File: src/rtl/cpu_pkg.sv
// Shared definitions for the accumulator CPU: opcodes, controller states and strobe bundle.
package cpu_pkg;

    localparam logic [2:0] OpHlt = 3'b000;
    localparam logic [2:0] OpSkz = 3'b001;
    localparam logic [2:0] OpAdd = 3'b010;
    localparam logic [2:0] OpAnd = 3'b011;
    localparam logic [2:0] OpXor = 3'b100;
    localparam logic [2:0] OpLda = 3'b101;
    localparam logic [2:0] OpSto = 3'b110;
    localparam logic [2:0] OpJmp = 3'b111;

    typedef enum logic [3:0] {
        St0      = 4'd0,
        St1      = 4'd1,
        St2      = 4'd2,
        St3      = 4'd3,
        St4      = 4'd4,
        St5      = 4'd5,
        St6      = 4'd6,
        St7      = 4'd7,
        StIdle   = 4'd8,
        StHalted = 4'd9
    } state_e;

    typedef struct packed {
        logic inc_pc;
        logic load_pc;
        logic load_ir;
        logic rd;
        logic wr;
        logic datactl_ena;
        logic con_alu;
        logic load_acc;
        logic halt;
    } ctl_t;

    // Opcodes that read an operand from memory and write the accumulator.
    function automatic logic is_alu_op(input logic [2:0] op);
        return (op == OpAdd) || (op == OpAnd) || (op == OpXor) || (op == OpLda);
    endfunction

endpackage

File: src/rtl/cpu_controller.sv
// Eight-step instruction sequencer. Strobes are decoded for the state being entered and
// registered, so they are valid for the whole cycle of that state.
module cpu_controller
    import cpu_pkg::*;
#(
    parameter bit HaltSticky = 1'b1
) (
    input  logic       clk_i,
    input  logic       rst_ni,
    input  logic       ena_i,
    input  logic [2:0] opcode_i,
    input  logic       zero_i,
    output logic       inc_pc_o,
    output logic       load_pc_o,
    output logic       load_ir_o,
    output logic       rd_o,
    output logic       wr_o,
    output logic       datactl_ena_o,
    output logic       con_alu_o,
    output logic       load_acc_o,
    output logic       halt_o,
    output logic [3:0] state_o
);

    state_e state_q, state_d;
    ctl_t   ctl_q, ctl_d;

    always_comb begin
        state_d = state_q;
        ctl_d   = '0;
        case (state_q)
            StIdle: begin
                if (ena_i) begin
                    state_d       = St0;
                    ctl_d.rd      = 1'b1;
                    ctl_d.load_ir = 1'b1;
                end
            end
            St0: begin
                state_d       = St1;
                ctl_d.rd      = 1'b1;
                ctl_d.load_ir = 1'b1;
                ctl_d.inc_pc  = 1'b1;
            end
            St1: state_d = St2;
            St2: begin
                state_d      = St3;
                ctl_d.inc_pc = 1'b1;
                ctl_d.halt   = (opcode_i == OpHlt);
            end
            St3: begin
                if (HaltSticky && (opcode_i == OpHlt)) begin
                    state_d    = StHalted;
                    ctl_d.halt = 1'b1;
                end else begin
                    state_d = St4;
                    if (is_alu_op(opcode_i)) ctl_d.rd = 1'b1;
                    if (opcode_i == OpSto)   ctl_d.datactl_ena = 1'b1;
                    if (opcode_i == OpJmp)   ctl_d.load_pc = 1'b1;
                end
            end
            St4: begin
                state_d = St5;
                if (is_alu_op(opcode_i)) begin
                    ctl_d.rd      = 1'b1;
                    ctl_d.con_alu = 1'b1;
                end
                if (opcode_i == OpSto) begin
                    ctl_d.datactl_ena = 1'b1;
                    ctl_d.con_alu     = 1'b1;
                end
                if (opcode_i == OpJmp) begin
                    ctl_d.load_pc = 1'b1;
                    ctl_d.inc_pc  = 1'b1;
                end
                if ((opcode_i == OpSkz) && zero_i) ctl_d.inc_pc = 1'b1;
            end
            St5: begin
                state_d = St6;
                if (is_alu_op(opcode_i)) ctl_d.load_acc = 1'b1;
                if (opcode_i == OpSto) begin
                    ctl_d.wr          = 1'b1;
                    ctl_d.datactl_ena = 1'b1;
                end
            end
            St6: begin
                state_d = St7;
                // Second half of the skip: zero is re-sampled here on purpose.
                if ((opcode_i == OpSkz) && zero_i) ctl_d.inc_pc = 1'b1;
            end
            St7: begin
                if (ena_i) begin
                    state_d       = St0;
                    ctl_d.rd      = 1'b1;
                    ctl_d.load_ir = 1'b1;
                end else begin
                    state_d = StIdle;
                end
            end
            StHalted: ctl_d.halt = 1'b1;
            default: state_d = StIdle;
        endcase
    end

    always_ff @(posedge clk_i or negedge rst_ni) begin
        if (!rst_ni) begin
            state_q <= StIdle;
            ctl_q   <= '0;
        end else begin
            state_q <= state_d;
            ctl_q   <= ctl_d;
        end
    end

    assign inc_pc_o      = ctl_q.inc_pc;
    assign load_pc_o     = ctl_q.load_pc;
    assign load_ir_o     = ctl_q.load_ir;
    assign rd_o          = ctl_q.rd;
    assign wr_o          = ctl_q.wr;
    assign datactl_ena_o = ctl_q.datactl_ena;
    assign con_alu_o     = ctl_q.con_alu;
    assign load_acc_o    = ctl_q.load_acc;
    assign halt_o        = ctl_q.halt;
    assign state_o       = state_q;

endmodule
File: config.mk
export PLATFORM = sky130hd
export DESIGN_NAME = cpu_controller
export DESIGN_NICKNAME = d
export VERILOG_FILES = /design/src/rtl/cpu_pkg.sv /design/src/rtl/cpu_controller.sv
export SDC_FILE = /design/constraint.sdc
export NUM_CORES = 1
export LEC_CHECK = 0
export BUFFER_PORTS_ARGS = -buffer_cell sky130_fd_sc_hd__buf_2
export CAP_MARGIN = 20
export CORE_MARGIN = 2
export CORE_UTILIZATION = 30
export DETAILED_ROUTE_END_ITERATION = 6
export HOLD_SLACK_MARGIN = 0.02
export SYNTH_ARGS = -nofsm -noshare
export SYNTH_HDL_FRONTEND = slang
export SYNTH_SLANG_ARGS = --single-unit
export TNS_END_PERCENT = 5
File: constraint.sdc
create_clock -name clk_i -period 1.3 [get_ports clk_i]
set_clock_uncertainty 0.15 [all_clocks]
set_input_delay 0.26 -clock clk_i [delete_from_list [all_inputs] [get_ports clk_i]]
set_output_delay 0.26 -clock clk_i [all_outputs]
set_load 0.02 [all_outputs]
**Word level (Yosys, flattened, before mapping)**

Cells that the tools add are included.
W data, S select, Z words.

- Register bits after elaboration: 13
- Bits in latches: 0
- RAM bits: 0
- Memory bits (read-only): 0
- Input bits: 7
- Output and inout port bits: 13
- Word-level logic and storage cells: 63
- Memories kept: 0

- $add $sub $neg: 0
- Multiply operators: 0
- Div/mod/pow operators: 0
- $lt $le $gt $ge: 0
- Eq/ne operators: 17
- Shift-type cells: 0
- Muxes and demuxes: 26
- Bitwise logic cells: 1
- Reduce and logical (&&, ||, !) cells: 9

Operator list:

| kind | number |
|---|---|
| $pmux W4 S10 | 1 |
| $eq A4 B3 Y1 const B | 4 |
| $eq A3 B3 Y1 const B | 4 |
| $mux W1 | 12 |
| $mux W4 | 3 |
| $pmux W1 S3 | 3 |
| $eq A4 B2 Y1 const B | 2 |
| $eq A4 B4 Y1 const B | 2 |
| $mux W2 | 4 |
| $eq A3 B2 Y1 const B | 2 |
| $eq A4 B1 Y1 const B | 1 |
| $logic_not A4 Y1 | 1 |
| $pmux W1 S2 | 2 |
| $pmux W1 S4 | 1 |
| $reduce_or A2 Y1 | 2 |
| $eq A3 B1 Y1 const B | 1 |
| $logic_not A3 Y1 | 1 |
| $logic_or A1 B1 Y1 | 3 |
| $ne A2 B2 Y1 const B | 1 |
| $reduce_and A2 Y1 | 1 |
| $logic_and A1 B1 Y1 | 1 |
| $not A1 Y1 | 1 |

**Depth between registers and ports, before layout**

Gate-level depths: netlist of run 1.

- Depth in word-level cells: 7
- Gate-level depth with buffers: 4

**Least setup slack after synthesis of run 1**

No wires, ideal clock.

- Kind: register to register
- Start: register state_q[3], in the netlist state_o[3]
- End: register ctl_q (netlist bit rd_o)
- Setup time: 0.140 ns
- Data arrival time: 1.116 ns
- Setup slack: -0.105 ns
- Stages on the path, launching flop included: 5
- Clock period less this slack: 1.405 ns
- Cells stage by stage: dfstp_2 > buf_4 > nor2_1 > a22oi_4 > o221ai_1

RTL lines:

| item | RTL line | source |
|---|---|---|
| from (decl) | cpu_controller.sv:25 | `state_e state_q, state_d;` |
| from (signal assigned) | cpu_controller.sv:107 | `state_q <= StIdle;` |
| from (signal assigned) | cpu_controller.sv:110 | `state_q <= state_d;` |
| to (signal assigned) | cpu_controller.sv:111 | `ctl_q <= ctl_d;` |
| to (decl) | cpu_controller.sv:26 | `ctl_t ctl_q, ctl_d;` |

**Final worst setup path of run 1**

- Start: register state_q[3], in the netlist state_o[3]
- End: output port state_o[3]

RTL lines:

| item | RTL line | source |
|---|---|---|
| to (decl) | cpu_controller.sv:22 | `output logic [3:0] state_o` |

No word-level cell between the ends.

==> flow_metrics.tcl, run 1 <==
set metrics [dict create \
    status "complete, but fails checks" \
    violations "setup timing" \
    fillCellCount 194 \
    num_vias 554 \
    path_max_fanout 2 \
    dp_hpwl_um 1070 \
    synth_warnings 0 \
    cts_tree "done" \
    core_area_um2 2022 \
    cp-start-kind "register" \
    synth-seq-cells 13 \
    path_buf_inv 1 \
    drive_above_1_share_pct 54.95 \
    final-hold-violation-count 0 \
    num_rows 16 \
    grt_pass1_vias 547 \
    cts_root_buf "clkbuf_4" \
    portBuffers 19 \
    critPathRequiredTime_ns 0.89 \
    setup_viol 6 \
    pin_count 20 \
    cp_cell_sequence "buf_6" \
    grt_pass1_wl_um 2477 \
    use_met2_pct 22.59 \
    synthCells 59 \
    drv_slew 0 \
    fmax_ghz 0.7309 \
    synth_area_per_cell_um2 11.18 \
    use_met3_pct 3.509 \
    antennaDiodeCount 0 \
    endpoint_kind "output pin" \
    crit_type "reg -> out" \
    maxCapViolCount 0 \
    fin_nets 99 \
    fin_area_um2 932.1 \
    synth_nets 66 \
    drc_errors 0 \
    clk_pin_slew_worst_paths_ns 0.09 \
    slowest_delay_ns 0.55 \
    drtPass1Iterations 4 \
    met1_usage_pct 15.30 \
    routed_wl_um 1539 \
    syn_area_um2 659.4 \
    crit_arrival_ns 0.96 \
    routed_via_density 4.695 \
    worst_pin_slew_ns 0.2912 \
    antenna_found_initial 0 \
    die_h_um 50.88 \
    cts_htree_levels 1 \
    period_minus_slack_ns 1.368 \
    slowest_stage "dfstp_2" \
    clockBufferDepth 2 \
    initial_core_util_pct 32.61 \
    drtIter0Drc 5 \
    cts_buffers 3 \
    track_usage_pct 13.58 \
    post-route-period-util_pct 105.2 \
    synth.distinct_cells 28 \
    fin_ws_ns -0.06809 \
    drtAntennaViolNets 0 \
    grt-busiest-layer "met2" \
    cp_top_family "flip-flops" \
    grt_max_degree 14 \
    die_w_um 50.88 \
    dp_slack_ns -0.01939 \
    die-area_um2 2589 \
    postPlaceCellArea_um2 804.5 \
    relSlewSlack_pct 80.59 \
    hp-class "in -> reg" \
    insertion_delay_ns 0.29 \
    syn2layout_area_growth_pct 41.37 \
    clock_sinks 13 \
    synth_seq_area_share_pct 49.53 \
    max-vdd-ir-drop_uv 896.1 \
    grt_overflow_total 0 \
    power_density_nw_per_um2 2301 \
    gp_congestion 0.8129 \
    grt_setup_unrepaired "yes" \
    p_leak_nw 0.4695 \
    wl_per_cell_um 13.04 \
]
kinds of logic (layout without fill, tap and decap cells):
kind of cell	Yosys count	in the layout	share of synthesized area [%]
xor+xnor	2	2	2.657
flops	13	13	49.53
compound gates	12	12	15.56
simple gates	25	25	24.86
buf+inv	7	39	7.399
stage by stage:
step | TNS, ns | cells | util, % | hold slack, ns | power, mW
global placement | 0 | 108 | 39.79 | 0.01169 | 1.603
finish | -0.2133 | 118 | 46.10 | 0.08850 | 2.145
CTS | -0.2733 | 116 | 44.99 | 0.08901 | 2.073
global route | -0.4827 | 118 | 46.10 | 0.09454 | 2.269
floorplan | -0.06632 | 59 | - | -0.1856 | 1.354
detailed placement | -0.01939 | 108 | 39.79 | 0.01298 | 1.612
final cells by class:
type | instances | area [um^2] | share of cell area [%]
flip-flops and latches | 13 | 329.1 | 35.30
multi-input cells | 39 | 304.0 | 32.62
repair buffers | 32 | 227.7 | 24.43
well taps | 27 | 33.78 | 3.624
clock buffers | 4 | 26.28 | 2.819
inverters | 3 | 11.26 | 1.208
cells in the mapped netlist:
master | instances | area [um^2]
a31oi_1 | 1 | 6.260
buf_4 | 2 | 15.01
o2111ai_1 | 1 | 8.760
a21oi_1 | 2 | 10.01
o221ai_1 | 1 | 8.760
and2_4 | 1 | 8.760
dfrtp_1 | 12 | 300.3
nor4_1 | 1 | 6.260
o21ai_0 | 2 | 10.01
dfstp_2 | 1 | 26.28
o41ai_1 | 1 | 8.760
nor2_1 | 5 | 18.77
xnor2_1 | 2 | 17.52
nand3_1 | 5 | 25.02
a22oi_4 | 1 | 21.27
nand2_1 | 5 | 18.77
a21o_1 | 1 | 7.510
and4b_2 | 1 | 11.26
a211oi_2 | 1 | 12.51
nand2_2 | 1 | 6.260
nor2b_4 | 2 | 27.53
nor2_4 | 1 | 11.26
inv_1 | 3 | 11.26
nor3_4 | 1 | 16.27
a311oi_1 | 1 | 8.760
buf_6 | 2 | 22.52
nor3_1 | 1 | 5.000
nand4b_1 | 1 | 8.760
repair_timing:
item	CTS	global route
setup endpoints to repair	5	9
buffers inserted	3	2
endpoints found under the hold margin	13	0
hold buffers	1	0
pin swaps	6	2
gates resized for setup	13	3
cell usage in the layout (no fill, tap or decap), drive strengths merged, types with 2 or more instances in the layout:
master | netlist | routed
o21ai | 2 | 2
inv | 3 | 3
xnor2 | 2 | 2
dfrtp | 12 | 12
nor2b | 2 | 2
nor2 | 6 | 6
clkbuf | 0 | 4
nand3 | 5 | 5
buf | 4 | 31
nand2 | 6 | 6
nor3 | 2 | 2
a21oi | 2 | 2
state kept, by name, indices dropped and copies added, names as in the netlist:
register	count
rd_o	1
state_o	4
load_ir_o	1
load_acc_o	1
halt_o	1
datactl_ena_o	1
wr_o	1
load_pc_o	1
con_alu_o	1
inc_pc_o	1
power breakdown:
group          total [mW]  switching, mW  internal (mW)
Combinational        1.26          0.640          0.618
Clock               0.263          0.144          0.119
Sequential          0.624         0.0876          0.537
routing by layer:
metal  up-vias  wire length, um
li1        271                -
met1       258              604
met2        21              828
met3         4               71
met4         0               34
met5         -                0
path summary, 6_finish.rpt:
path                                         from                       to  slack (ns)  depth (start not counted)
max                        state_o[3]$_DFFE_PN1P_               state_o[3]       -0.07                          1
min in group asynchronous                  rst_ni           rd_o$_DFF_PN0_        0.22                          2
max reg2reg                state_o[0]$_DFFE_PN0P_  datactl_ena_o$_DFF_PN0_       -0.04                          4
max in group asynchronous                  rst_ni   state_o[3]$_DFFE_PN1P_        0.50                          2
min                                   opcode_i[0]  datactl_ena_o$_DFF_PN0_        0.09                          2
min reg2reg                state_o[0]$_DFFE_PN0P_   state_o[0]$_DFFE_PN0P_        0.41                          1
Power figures use the tool's default switching activity.
==> run 2: changes to the inputs <==
--- a/config.mk
+++ b/config.mk
@@ -5,7 +5,7 @@
 export SDC_FILE = /design/constraint.sdc
 export NUM_CORES = 1
 export LEC_CHECK = 0
-export BUFFER_PORTS_ARGS = -buffer_cell sky130_fd_sc_hd__buf_2
+export BUFFER_PORTS_ARGS = -buffer_cell sky130_fd_sc_hd__buf_4
 export CAP_MARGIN = 20
 export CORE_MARGIN = 2
 export CORE_UTILIZATION = 30
==> flow_metrics.tcl, run 2 (synthesized netlist as in run 1, its figures left out) <==
set metrics [dict create \
    dp_hpwl_um 1127 \
    crit_start "state_o[3]$_DFFE_PN1P_" \
    portBuffers 19 \
    maxCapViolCount 0 \
    fin_nets 98 \
    worst_pin_slew_ns 0.2482 \
    hp-start "opcode_i[0]" \
    crit_arrival_ns 1.04 \
    clockPowerShare_pct 11.7 \
    reg2reg_to "rd_o$_DFF_PN0_" \
    routed_via_density 4.838 \
    reg2reg_setup_slack_ns -0.10 \
    die_h_um 50.88 \
    utilization_pct 47.83 \
    layout_common_cells "23 x buf_4, 11 x dfrtp_1, 7 x buf_6" \
    insertion_delay_ns 0.29 \
    report.power.total_mw 2.149 \
    cts_htree_levels 1 \
    power_density_nw_per_um2 2222 \
    grt_overflow_total 0 \
    r2r_cells 4 \
    endpoint_kind "output pin" \
    fin_hold_ws_ns 0.05194 \
    cp-start-kind "register" \
    p_leak_nw 0.4729 \
    combinationalPowerShare_pct 59.0 \
    num_vias 566 \
    largest_reg_flops 4 \
    track_usage_pct 14.02 \
    power_switching_mw 0.8658 \
    max-vdd-ir-drop_uv 923.0 \
    die-area_um2 2589 \
    fmax_ghz 0.6881 \
    drtAntennaViolNets 0 \
    gp_congestion 0.8515 \
    grt_max_degree 14 \
    die_w_um 50.88 \
    pin_count 20 \
    wl_per_cell_um 12.86 \
    rr_startpoint "state_o[3]$_DFFE_PN1P_" \
    dp_slack_ns -0.03153 \
    final-hold-violation-count 0 \
    fin_ws_ns -0.1534 \
    critPathRequiredTime_ns 0.89 \
    violations "setup timing" \
    drv_slew 0 \
    grt_pass1_wl_um 2566 \
    grt_pass1_vias 546 \
    initial_core_util_pct 32.61 \
    setup_viol 7 \
    fillCellCount 196 \
    seq_power_share_pct 29.2 \
    final_common_cell "buf_4" \
    drtPass1Iterations 4 \
    whs_endpoint "datactl_ena_o$_DFF_PN0_" \
    clockBufferDepth 2 \
    hold_depth 2 \
    drc_errors 0 \
    drive_above_1_share_pct 55.56 \
    hp-class "in -> reg" \
    num_rows 16 \
    p_int_mw 1.283 \
    drtIter0Drc 13 \
    antenna_found_initial 0 \
    period_minus_slack_ns 1.453 \
    fin_cells 117 \
    syn2layout_area_growth_pct 46.68 \
    antennaDiodeCount 0 \
    path_max_fanout 2 \
    cts_buffers 3 \
    crit_type "reg -> out" \
    place_inst 109 \
    post-route-period-util_pct 111.8 \
    p_sw_share_pct 40.29 \
    relSlewSlack_pct 83.27 \
    status "complete, but fails checks" \
    cts_root_buf "clkbuf_4" \
    core_area_um2 2022 \
    clk_pin_slew_worst_paths_ns 0.08 \
    grt_setup_unrepaired "yes" \
    routed_wl_um 1505 \
    clock_sinks 13 \
    cts_tree "done" \
]
-- run 2: cell types whose count changed in the layout (fill, tap and decap cells not counted), sizes merged --
cell / previous run / this run
buf: 31 / 30
-- run 2: how the worst max path moves through the flow --
stage / depth (start not counted) / slack, ns / to
after floorplan: 4 / -0.05 / rd_o$_DFF_PN0_
after global placement: 3 / -0.0006 / rd_o$_DFF_PN0_
after detailed placement: 3 / -0.03 / rd_o$_DFF_PN0_
after CTS: 2 / -0.14 / state_o[3]
after global routing: 2 / -0.18 / state_o[3]
final: 2 / -0.15 / state_o[3]
-- run 2: critical path, cell delays in order, from the launching register on --
cell     delay, ns
dfstp_2       0.56
buf_6         0.10
buf_6         0.10
-- run 2: repair_timing --
action	in CTS	in global routing
resized for setup	7	6
pin swaps	0	2
setup buffers	3	0
hold buffers	1	0
endpoints found under the hold margin	13	0
cloned	0	0
setup endpoints to repair	5	13
-- run 2: metal layers --
layer / vias to the layer above / track usage, % / part of all wire (%)
li1: 271 / - / -
met1: 264 / 18.10 / 41
met5: - / 0 / 0
met3: 5 / 2.924 / 7.0
met4: 0 / 9.459 / 3.2
met2: 26 / 21.05 / 49
-- run 2: through the flow --
| stage | TNS (ns) | instance area (um^2) |
|---|---|---|
| 3_3_place_gp | -0.0005878 | 859.6 |
| 4_1_cts | -0.4486 | 944.7 |
| 3_5_place_dp | -0.03153 | 859.6 |
| 6_report | -0.5057 | 967.2 |
| 2_1_floorplan | -0.06632 | 664.4 |
| 5_1_grt | -0.8659 | 967.2 |
-- run 2: power by group through the flow --
stage / Clock, mW / Sequential, mW / Combinational [mW]
2_1_floorplan: 0 / 0.743 / 0.611
3_3_place_gp: 0 / 0.652 / 1.05
3_5_place_dp: 0 / 0.651 / 1.07
4_1_cts: 0.256 / 0.622 / 1.22
5_1_grt: 0.286 / 0.638 / 1.36
6_report: 0.252 / 0.628 / 1.27
-- run 2: cell type report --
type	count	area, um^2	area share, %
flip-flops and latches	13	327.8	33.89
multi-input cells	39	306.5	31.69
repair buffers	31	261.5	27.04
well taps	27	33.78	3.493
clock buffers	4	26.28	2.717
inverters	3	11.26	1.164
==> run 3: changes to the inputs <==
--- a/config.mk
+++ b/config.mk
@@ -5,6 +5,7 @@
 export SDC_FILE = /design/constraint.sdc
 export NUM_CORES = 1
 export LEC_CHECK = 0
+export ABC_AREA = 1
 export BUFFER_PORTS_ARGS = -buffer_cell sky130_fd_sc_hd__buf_4
 export CAP_MARGIN = 20
 export CORE_MARGIN = 2
==> flow_metrics.tcl, run 3 <==
set metrics [dict create \
    die_h_um 49.02 \
    synth_adder_area_share_pct 0 \
    cp_cell_sequence "buf_6" \
    cts_root_buf "clkbuf_4" \
    p_int_mw 1.053 \
    fin_hold_ws_ns 0.06232 \
    worst_pin_slew_ns 0.2668 \
    period_minus_slack_ns 1.356 \
    clk_pin_slew_worst_paths_ns 0.08 \
    crit_type "reg -> out" \
    syn_area_um2 608.1 \
    hold_depth 3 \
    endpoint_kind "output pin" \
    routed_via_density 4.341 \
    cp_num_cells 1 \
    initial_core_util_pct 31.31 \
    insertion_delay_ns 0.28 \
    crit_arrival_ns 0.95 \
    routed_wl_um 1331 \
    path_max_fanout 2 \
    path_buf_inv 1 \
    cp-start-kind "register" \
    synth_edf_count 0 \
    die-area_um2 2403 \
    drtIter0Drc 3 \
    grt_pass1_wl_um 2311 \
    final_common_cell "nand2_1" \
    fillCellCount 203 \
    wl_per_cell_um 10.32 \
    muxShareOfSynthArea_pct 0 \
    portBuffers 19 \
    setup_tns_ns -0.1523 \
    setup_viol 6 \
    drtPass1Iterations 4 \
    die_w_um 49.02 \
    largest_reg_flops 4 \
    antennaDiodeCount 0 \
    synth_top_area_cell "dfrtp_1" \
    syn2layout_area_growth_pct 44.03 \
    drc_errors 0 \
    grt_max_degree 14 \
    antenna_found_initial 0 \
    synth.distinct_cells 17 \
    relSlewSlack_pct 82.06 \
    synth.top_cell.area_share_pct 49.38 \
    r2r_cells 5 \
    power_density_nw_per_um2 2086 \
    synth_compound_gate_area_share_pct 5.556 \
    combinationalPowerShare_pct 51.5 \
    pin_count 20 \
    drtAntennaViolNets 0 \
    power_switching_mw 0.7743 \
    violations "setup timing" \
    synthXorXnorAreaFrac_pct 0 \
    slowest_delay_ns 0.55 \
    clock_sinks 13 \
    grt_setup_unrepaired "yes" \
    num_rows 16 \
    post-route-period-util_pct 104.3 \
    max-vdd-ir-drop_uv 1077 \
    core_area_um2 1942 \
    p_leak_nw 0.4874 \
    hp-class "in -> reg" \
    synth_nets 83 \
    fin_nets 110 \
    synth-seq-cells 13 \
    gp_congestion 0.8763 \
    clockPowerShare_pct 13.4 \
    p_sw_share_pct 42.38 \
    seq_power_share_pct 35.1 \
    synth_warnings 0 \
    layout_common_cells "21 x nand2_1, 17 x buf_4, 10 x nor2_1" \
    synthArstFlopShare_pct 100.0 \
    num_vias 560 \
    utilization_pct 45.10 \
    slowest_stage "dfstp_2" \
    maxCapViolCount 0 \
    dp_hpwl_um 1008 \
    drive_above_1_share_pct 38.24 \
    synth_area_per_cell_um2 8.001 \
    synth_common_cells "22 x nand2_1, 12 x dfrtp_1, 11 x nor2_1, 9 x inv_1, 5 x nand3_1" \
    final-hold-violation-count 0 \
    cts_htree_levels 1 \
    synthTopCellsByArea "dfrtp_1 49%, nand2_1 14%, nor2_1 6.8%" \
    dp_slack_ns 0.04945 \
    cts_tree "done" \
    post_synth_and_or_nand_nor_area_fraction_pct 33.95 \
    grt_overflow_total 0 \
    synth-main-ff-cell "dfrtp_1" \
    critPathRequiredTime_ns 0.89 \
    clockBufferDepth 2 \
    yosysMostFrequentCell "nand2_1" \
    track_usage_pct 13.24 \
    synth_top_family_by_area "simple AND/OR/NAND/NOR gates" \
    drv_slew 0 \
    status "complete, but fails checks" \
    fmax_ghz 0.7375 \
    grt_pass1_vias 554 \
    synth_seq_area_share_pct 53.70 \
    synthCells 76 \
    fin_ws_ns -0.05589 \
    cp_top_family "flip-flops" \
    cts_buffers 3 \
]
## run 3: routing by layer
layer	global-route usage, %	vias up	wire [um]
met5	0	-	0
met4	10.00	0	51
met3	6.135	6	98
met2	20.55	17	669
met1	13.92	250	512
li1	-	287	-
## run 3: logic make-up after synthesis
group	Yosys count
buffers and inverters	11
AOI/OAI and AO/OA	6
and+or+nand+nor	46
DFF	13
## run 3: final timing paths
path / start / endpoint / slack [ns]
setup reg to reg: state_o[3]$_DFFE_PN1P_ / rd_o$_DFF_PN0_ / -0.03
setup / recovery: state_o[3]$_DFFE_PN1P_ / state_o[3] / -0.06
max in group asynchronous: rst_ni / state_o[3]$_DFFE_PN1P_ / 0.57
hold reg to reg: state_o[1]$_DFFE_PN0P_ / load_acc_o$_DFF_PN0_ / 0.49
min in group asynchronous: rst_ni / halt_o$_DFF_PN0_ / 0.20
hold / removal: ena_i / load_ir_o$_DFF_PN0_ / 0.06
## run 3: timing repair
| item | in CTS | in global routing |
|---|---|---|
| resized for setup | 3 | 9 |
| setup endpoints to repair | 2 | 14 |
| hold endpoints to repair | 13 | 0 |
| hold buffers | 1 | 0 |
| setup buffers | 1 | 0 |
## run 3: power groups by stage
stage | Clock [mW] | Sequential [mW] | Combinational, mW
finish | 0.245 | 0.642 | 0.941
global route | 0.281 | 0.662 | 1.03
CTS | 0.253 | 0.614 | 0.888
detailed placement | 0 | 0.640 | 0.818
global placement | 0 | 0.635 | 0.825
floorplan | 0 | 0.780 | 0.366
## run 3: cell type report
| class | count | area (um^2) | share of cell area (%) |
|---|---|---|---|
| Sequential cell | 13 | 330.3 | 37.71 |
| Multi-Input combinational cell | 52 | 261.5 | 29.86 |
| Timing Repair Buffer | 22 | 182.7 | 20.86 |
| Inverter | 11 | 41.29 | 4.714 |
| Tap cell | 27 | 33.78 | 3.857 |
| Clock buffer | 4 | 26.28 | 3.000 |
## run 3: through the flow
stage	power, mW	area, um^2	instances
2_1_floorplan	1.146	610.6	76
3_3_place_gp	1.460	794.5	123
3_5_place_dp	1.458	794.5	123
4_1_cts	1.754	847.1	129
5_1_grt	1.969	875.8	129
6_report	1.827	875.8	129
